===== config.mk =====
export PLATFORM = sky130hd
export DESIGN_NAME = phase_sequencer_flat
export DESIGN_NICKNAME = d
export VERILOG_FILES = /design/src/rtl/phase_sequencer_if.sv /design/src/rtl/phase_sequencer.sv /design/src/flat_wrapper.sv
export SDC_FILE = /design/constraint.sdc
export NUM_CORES = 1
export LEC_CHECK = 0
export BUFFER_PORTS_ARGS = -buffer_cell sky130_fd_sc_hd__clkbuf_2
export CORE_ASPECT_RATIO = 1.25
export CORE_MARGIN = 2
export CORE_UTILIZATION = 43
export CTS_CLUSTER_DIAMETER = 150
export CTS_CLUSTER_SIZE = 8
export DETAILED_ROUTE_END_ITERATION = 6
export PLACE_DENSITY = 0.86
export SETUP_SLACK_MARGIN = 0.1
export SLEW_MARGIN = 20
export SYNTH_ARGS = -nofsm -noshare
export SYNTH_HDL_FRONTEND = slang
export SYNTH_SLANG_ARGS = --single-unit

===== constraint.sdc =====
create_clock -name clk -period 1.7 [get_ports clk]
set_clock_uncertainty 0.1 [all_clocks]
set_input_delay 0.255 -clock clk [delete_from_list [all_inputs] [get_ports clk]]
set_output_delay 0.255 -clock clk [all_outputs]
set_load 0.02 [all_outputs]

===== src/rtl/phase_sequencer_if.sv =====
// Bundle for phase_sequencer: run control, per-phase rdy/en handshake with address and write
// data, the shared S-memory port, and status. The master drives the inputs; the sequencer is the slave.
interface phase_sequencer_if #(
  parameter int unsigned NUM_PHASES = 3,
  parameter int unsigned ADDR_W     = 8,
  parameter int unsigned DATA_W     = 8
);
  logic                         start;
  logic                         abort;
  logic [NUM_PHASES-1:0]        phase_mask;
  logic [NUM_PHASES-1:0]        rdy_in;
  logic [NUM_PHASES-1:0]        en_out;
  logic [NUM_PHASES*ADDR_W-1:0] addr_in;
  logic [NUM_PHASES*DATA_W-1:0] wrdata_in;
  logic [NUM_PHASES-1:0]        wren_in;
  logic [ADDR_W-1:0]            mem_addr;
  logic [DATA_W-1:0]            mem_wrdata;
  logic                         mem_wren;
  logic [2:0]                   cur_phase;
  logic                         rdy;
  logic                         done;
  logic                         err;

  modport master (
    output start, abort, phase_mask, rdy_in, addr_in, wrdata_in, wren_in,
    input  en_out, mem_addr, mem_wrdata, mem_wren, cur_phase, rdy, done, err
  );

  modport slave (
    input  start, abort, phase_mask, rdy_in, addr_in, wrdata_in, wren_in,
    output en_out, mem_addr, mem_wrdata, mem_wren, cur_phase, rdy, done, err
  );
endinterface


===== src/rtl/phase_sequencer.sv =====
// Run controller that launches masked sub-blocks in ascending order over rdy/en, grants the shared
// S-memory port to the active phase, and guards each phase with a watchdog and abort.
module phase_sequencer #(
  parameter int unsigned NUM_PHASES = 3,
  parameter int unsigned ADDR_W     = 8,
  parameter int unsigned DATA_W     = 8,
  parameter int unsigned TIMEOUT_W  = 16
) (
  input logic              clk,
  input logic              rst,
  phase_sequencer_if.slave bus
);

  typedef enum logic [2:0] {StIdle, StArm, StFire, StRun, StDone, StError} state_e;

  localparam logic [TIMEOUT_W-1:0] WdogMax = '1;

  state_e                state_q, state_d;
  logic [2:0]            cur_q, cur_d;
  logic [NUM_PHASES-1:0] mask_q, mask_d;
  logic [TIMEOUT_W-1:0]  wdog_q, wdog_d;

  logic                  rdy_cur;
  logic                  wren_cur;
  logic [ADDR_W-1:0]     addr_cur;
  logic [DATA_W-1:0]     wrdata_cur;
  logic [NUM_PHASES-1:0] cur_onehot;
  logic [2:0]            first_idx, next_idx;
  logic                  first_any, next_any;
  logic                  active;

  // Descending scans so the lowest qualifying index is the one left standing.
  always_comb begin
    rdy_cur    = 1'b0;
    wren_cur   = 1'b0;
    addr_cur   = '0;
    wrdata_cur = '0;
    cur_onehot = '0;
    first_idx  = '0;
    first_any  = 1'b0;
    next_idx   = '0;
    next_any   = 1'b0;
    for (int i = NUM_PHASES - 1; i >= 0; i--) begin
      if (cur_q == 3'(i)) begin
        rdy_cur       = bus.rdy_in[i];
        wren_cur      = bus.wren_in[i];
        addr_cur      = bus.addr_in[i*ADDR_W +: ADDR_W];
        wrdata_cur    = bus.wrdata_in[i*DATA_W +: DATA_W];
        cur_onehot[i] = 1'b1;
      end
      if (bus.phase_mask[i]) begin
        first_idx = 3'(i);
        first_any = 1'b1;
      end
      if (mask_q[i] && (3'(i) > cur_q)) begin
        next_idx = 3'(i);
        next_any = 1'b1;
      end
    end
  end

  always_comb begin
    state_d = state_q;
    cur_d   = cur_q;
    mask_d  = mask_q;
    wdog_d  = wdog_q;
    unique case (state_q)
      StIdle, StDone, StError: begin
        if (bus.start) begin
          mask_d = bus.phase_mask;
          wdog_d = '0;
          if (first_any) begin
            cur_d   = first_idx;
            state_d = StArm;
          end else begin
            state_d = StDone;
          end
        end
      end
      StArm: begin
        if (bus.abort) begin
          state_d = StIdle;
        end else if (rdy_cur) begin
          state_d = StFire;
        end else begin
          wdog_d = wdog_q + 1'b1;
          if (wdog_q == WdogMax - 1'b1) state_d = StError;
        end
      end
      StFire: begin
        if (bus.abort) begin
          state_d = StIdle;
        end else begin
          wdog_d  = '0;
          state_d = StRun;
        end
      end
      StRun: begin
        if (bus.abort) begin
          state_d = StIdle;
        end else if (rdy_cur) begin
          if (next_any) begin
            cur_d   = next_idx;
            wdog_d  = '0;
            state_d = StArm;
          end else begin
            state_d = StDone;
          end
        end else begin
          wdog_d = wdog_q + 1'b1;
          if (wdog_q == WdogMax - 1'b1) state_d = StError;
        end
      end
      default: state_d = StIdle;
    endcase
  end

  always_ff @(posedge clk) begin
    if (rst) begin
      state_q <= StIdle;
      cur_q   <= '0;
      mask_q  <= '0;
      wdog_q  <= '0;
    end else begin
      state_q <= state_d;
      cur_q   <= cur_d;
      mask_q  <= mask_d;
      wdog_q  <= wdog_d;
    end
  end

  assign active = (state_q == StArm) || (state_q == StFire) || (state_q == StRun);

  // An aborting FIRE cycle must not launch a sub-block nobody will wait for.
  assign bus.en_out     = ((state_q == StFire) && !bus.abort) ? cur_onehot : '0;
  assign bus.mem_addr   = active ? addr_cur : '0;
  assign bus.mem_wrdata = active ? wrdata_cur : '0;
  assign bus.mem_wren   = active && wren_cur;
  assign bus.cur_phase  = cur_q;
  assign bus.rdy        = !active;
  assign bus.done       = (state_q == StDone);
  assign bus.err        = (state_q == StError);

endmodule


===== src/flat_wrapper.sv =====
// flat-port wrapper written by rule: the top's interface ports become plain ports
module phase_sequencer_flat 
#(
  parameter int unsigned NUM_PHASES = 3,
  parameter int unsigned ADDR_W     = 8,
  parameter int unsigned DATA_W     = 8,
  parameter int unsigned TIMEOUT_W  = 16
)
  (clk, rst, bus_start, bus_abort, bus_phase_mask, bus_rdy_in, bus_addr_in, bus_wrdata_in, bus_wren_in, bus_en_out, bus_mem_addr, bus_mem_wrdata, bus_mem_wren, bus_cur_phase, bus_rdy, bus_done, bus_err);
  phase_sequencer_if #(.NUM_PHASES(NUM_PHASES), .ADDR_W(ADDR_W), .DATA_W(DATA_W)) bus_i ();
  input logic clk;
  input logic rst;
  input wire logic [$bits(bus_i.start)-1:0] bus_start;
  input wire logic [$bits(bus_i.abort)-1:0] bus_abort;
  input wire logic [$bits(bus_i.phase_mask)-1:0] bus_phase_mask;
  input wire logic [$bits(bus_i.rdy_in)-1:0] bus_rdy_in;
  input wire logic [$bits(bus_i.addr_in)-1:0] bus_addr_in;
  input wire logic [$bits(bus_i.wrdata_in)-1:0] bus_wrdata_in;
  input wire logic [$bits(bus_i.wren_in)-1:0] bus_wren_in;
  output wire logic [$bits(bus_i.en_out)-1:0] bus_en_out;
  output wire logic [$bits(bus_i.mem_addr)-1:0] bus_mem_addr;
  output wire logic [$bits(bus_i.mem_wrdata)-1:0] bus_mem_wrdata;
  output wire logic [$bits(bus_i.mem_wren)-1:0] bus_mem_wren;
  output wire logic [$bits(bus_i.cur_phase)-1:0] bus_cur_phase;
  output wire logic [$bits(bus_i.rdy)-1:0] bus_rdy;
  output wire logic [$bits(bus_i.done)-1:0] bus_done;
  output wire logic [$bits(bus_i.err)-1:0] bus_err;
  assign bus_i.start = bus_start;
  assign bus_i.abort = bus_abort;
  assign bus_i.phase_mask = bus_phase_mask;
  assign bus_i.rdy_in = bus_rdy_in;
  assign bus_i.addr_in = bus_addr_in;
  assign bus_i.wrdata_in = bus_wrdata_in;
  assign bus_i.wren_in = bus_wren_in;
  assign bus_en_out = bus_i.en_out;
  assign bus_mem_addr = bus_i.mem_addr;
  assign bus_mem_wrdata = bus_i.mem_wrdata;
  assign bus_mem_wren = bus_i.mem_wren;
  assign bus_cur_phase = bus_i.cur_phase;
  assign bus_rdy = bus_i.rdy;
  assign bus_done = bus_i.done;
  assign bus_err = bus_i.err;
  phase_sequencer #(.NUM_PHASES(NUM_PHASES), .ADDR_W(ADDR_W), .DATA_W(DATA_W), .TIMEOUT_W(TIMEOUT_W)) u_core (.clk(clk), .rst(rst), .bus(bus_i));
endmodule

==> summary.md <==
| Metric | Value |
|---|---|
| Failing checks | design-rule violations, negative setup slack |
| Buf/Inv on CP | 2 |
| Routed vias/inst | 7.22 |
| CP peak stage delay | 0.42 ns |
| Clk_lat worst skew | 0.28 ns |
| Register area | 487 µm² |
| TritonCTS Buffers | 3 |
| Worst IR Drop VDD | 0.000357 V |
| Int Pwr | 1.30 mW |
| Unique masters post-synth | 54 |
| Fillcell total | 109 |
| Crit-path leading delay family | compound AO/OA/AOI/OAI gates |
| DIE WIDTH | 63.7 µm |
| Clock transition at path regs | 0.09 ns |
| Number of I/O port buffers | 85 |
| Synth area leaders | dfxtp_1 (24%), mux2i_1 (8.9%), nor2_1 (8.8%), a21oi_1 (8.6%), o21ai_0 (2.4%) |
| Cell Area, Synth | 1910 µm² |
| Clock root buffer | clkbuf_8 |
| Final WL | 14.0 mm |
| Slew HR | 0.551 |
| Area of the multi-input gates | 2010 µm² |
| Tmin final | 2.28 ns |
| Worst slew pin tran | 0.667 ns |
| Element type at the critical path end | flip-flop |
| Status | finished with violations |
| Die footprint | 5010 µm² |
| Placed Cells incl. Taps | 431 |
| Core area | 4360 µm² |
| Gpl congestion | 0.876 |
| Via count | 3437 |
| CP Data Required Time | 1.79 ns |
| CP Depth | 7 |
| Number of flops mapped to enable cells by yosys | 0 |
| Critical Path Start | u_core.bus.cur_phase[1]$_SDFFE_PP0P_ |
| Post-synthesis register bit count | 23 |
| Final worst path period share | 1.34 |
| Synth-to-layout area growth | 116% |
| Top cell type's share of synthesized area | 0.241 |
| Sw frac | 0.409 |
| Overall Power | 2.21 mW |
| Reg2reg start | u_core.bus.cur_phase[1]$_SDFFE_PP0P_ |
| Clk buf depth | 2 |
| Sink Count | 23 |
| P_sw | 0.901 mW |
| Synth Net Count | 323 |
| Critical Path, Cell by Cell | buf_6, mux2i_4, o211ai_4, buf_6, a311oi_2, or3b_1, a21oi_1 |
| Syn Area/Cell | 7.36 µm² |
| Drt pass-1 iters | 7 |
| Arrival @ worst endpoint | 2.37 ns |
| Post-DRT Antenna Nets | 0 |
| Setup ws final | -0.582 ns |
| Post-synth top area cell | dfxtp_1 |
| Io pins | 87 |
| Initial antenna violation count | 0 |
| Row count | 27 |
| Synthesis Warnings | 0 |
| Synth Flop Type | dfxtp_1 |
| Clock group share of total power | 0.168 |
| Fin. max-slew vios | 0 |
| RSZ-0062 raised after global routing | yes |
| Total GRT Usage | 0.401 |
| Vias in the first global route | 3115 |
| Largest net degree at the start of global routing | 22 |
| R2R cell count | 7 |
| Fin. Hold Viols | 0 |
| Vert. Die Dim | 78.6 µm |
| Most frequent cell after synthesis | nor2_1 |
| Layout net count | 482 |
| Drt drc | 2 |
| Final hold slack | 0.161 ns |
| First-pass GRT wire length | 15.4 mm |
| Post-synth ARST share | 0 |
| Flop2flop setup slack | -0.58 ns |
| Post-DP HPWL | 4.82 mm |
| Leak | 1.62 nW |
| Non-filler instance count after layout | 476 |
| Max cap viols | 0 |
| Final setup viols | 44 |
| Initial core utilization | 0.439 |
| WL per Instance | 29.4 µm |
| Setup crit start kind | flip-flop |
| Hold crit path type | in -> reg |
| Seq pwr share | 0.271 |
| Combinational power share | 0.561 |
| Slowest CP cell | dfxtp_4 |
| Register area share after synthesis | 0.241 |
| Crit path to | u_core.wdog_q[9]$_SDFFE_PP0P_ |
| Pwr/cell area | 533 nW/µm² |
| CTS tree | yes |
| Layout cells sized above 1 | 0.713 |
| Mapped Cells | 260 |
| Htree depth | 1 |
| Worst-path maximum fanout | 6 |
| Ranking of synthesized cells by instance count | nor2_1 (45), a21oi_1 (33), dfxtp_1 (23) |
| Worst R2R End | u_core.wdog_q[9]$_SDFFE_PP0P_ |
| Initial DRC count | 542 |
| GR Overflow Total | 0 |
| Most used cell, CP | buf_6 |
| Ant diodes | 0 |
| Peak Freq | 438 MHz |
| Setup CP Type | reg -> reg |
-- repair_timing --
item,in CTS,in global routing
setup buffers,23,14
gates resized for setup,116,126
gates cloned,7,2
pin swaps,30,32
setup endpoints to repair,44,48
hold buffers,0,0
-- metal layers --
metal,vias to the layer above,global-route usage,wire [µm]
met5,-,0,0
met4,0,0.363,1780
met3,175,0.0630,1480
met2,421,0.732,6350
met1,1555,0.378,4410
li1,1286,-,-
-- cell type report --
type,count,share of cell area
flip-flops and latches,23,0.118
repair buffers,172,0.358
multi-input cells,209,0.486
clock buffers,4,0.0109
well taps,58,0.0176
inverters,10,0.00969
-- state kept, by name, indices dropped and copies added (netlist names) --
name and count:
u_core.bus.cur_phase 2, u_core.wdog_q 16, u_core.mask_q 2, u_core.state_q 3
-- placed cells by master, fill, tap and decap left out, types with 10 or more instances in the layout --
cell type and n:
nor2_4 10, a21oi_2 18, buf_4 52, buf_6 37, a21oi_1 13, mux2i_1 11
dfxtp_1 12, buf_8 10, nor2_2 11, nor2_1 24, clkbuf_2 62
-- tightest hold or removal path: cells and delay by family --
kind            cells  cell delay (ns)
compound gates      1             0.06
simple gates        1             0.07
buf+inv             1             0.12
-- metrics by stage --
stage | cell area, µm² | utilization | TNS [ns] | setup slack (ns)
after floorplan | 1990 | - | -3.04 | -0.195
after global placement | 2730 | 0.626 | -1.74 | -0.125
after detailed placement | 2730 | 0.626 | -3.87 | -0.209
after CTS | 3580 | 0.822 | -5.35 | -0.200
after global routing | 4130 | 0.949 | -12.53 | -0.603
final | 4130 | 0.949 | -12.05 | -0.582
-- worst min path at each step --
stage | cells past startpoint | endpoint | slack [ns] | startpoint
floorplan | 1 | u_core.state_q[1]$_SDFFE_PP0N_ | 0.24 | bus_abort
global placement | 2 | u_core.wdog_q[15]$_SDFFE_PP0P_ | 0.37 | u_core.wdog_q[15]$_SDFFE_PP0P_
detailed placement | 2 | u_core.mask_q[1]$_SDFFE_PP0P_ | 0.37 | u_core.mask_q[1]$_SDFFE_PP0P_
CTS | 3 | u_core.mask_q[2]$_SDFFE_PP0P_ | 0.14 | bus_phase_mask[2]
global route | 3 | u_core.mask_q[2]$_SDFFE_PP0P_ | 0.18 | bus_phase_mask[2]
finish | 3 | u_core.mask_q[2]$_SDFFE_PP0P_ | 0.16 | bus_phase_mask[2]
-- logic make-up (layout without fill, tap and decap cells) --
| family | after synthesis | in the layout | share of synthesized area |
|---|---|---|---|
| mux | 18 | 18 | 0.101 |
| flops | 23 | 23 | 0.241 |
| fa+ha+maj | 2 | 2 | 0.0131 |
| simple gates | 104 | 105 | 0.285 |
| compound gates | 80 | 80 | 0.273 |
| buf+inv | 29 | 186 | 0.0725 |
| xor+xnor | 3 | 3 | 0.0137 |
| other cells | 1 | 1 | 0.00196 |
-- power by group through the flow --
| stage | Sequential, mW | Combinational [mW] | Clock, mW |
|---|---|---|---|
| 6_report | 0.598 | 1.24 | 0.371 |
| 5_1_grt | 0.598 | 1.25 | 0.375 |
| 4_1_cts | 0.592 | 0.865 | 0.352 |
| 3_5_place_dp | 0.596 | 0.600 | 0 |
| 3_3_place_gp | 0.595 | 0.587 | 0 |
| 2_1_floorplan | 0.588 | 0.401 | 0 |
(Power assumes the default switching activity.)
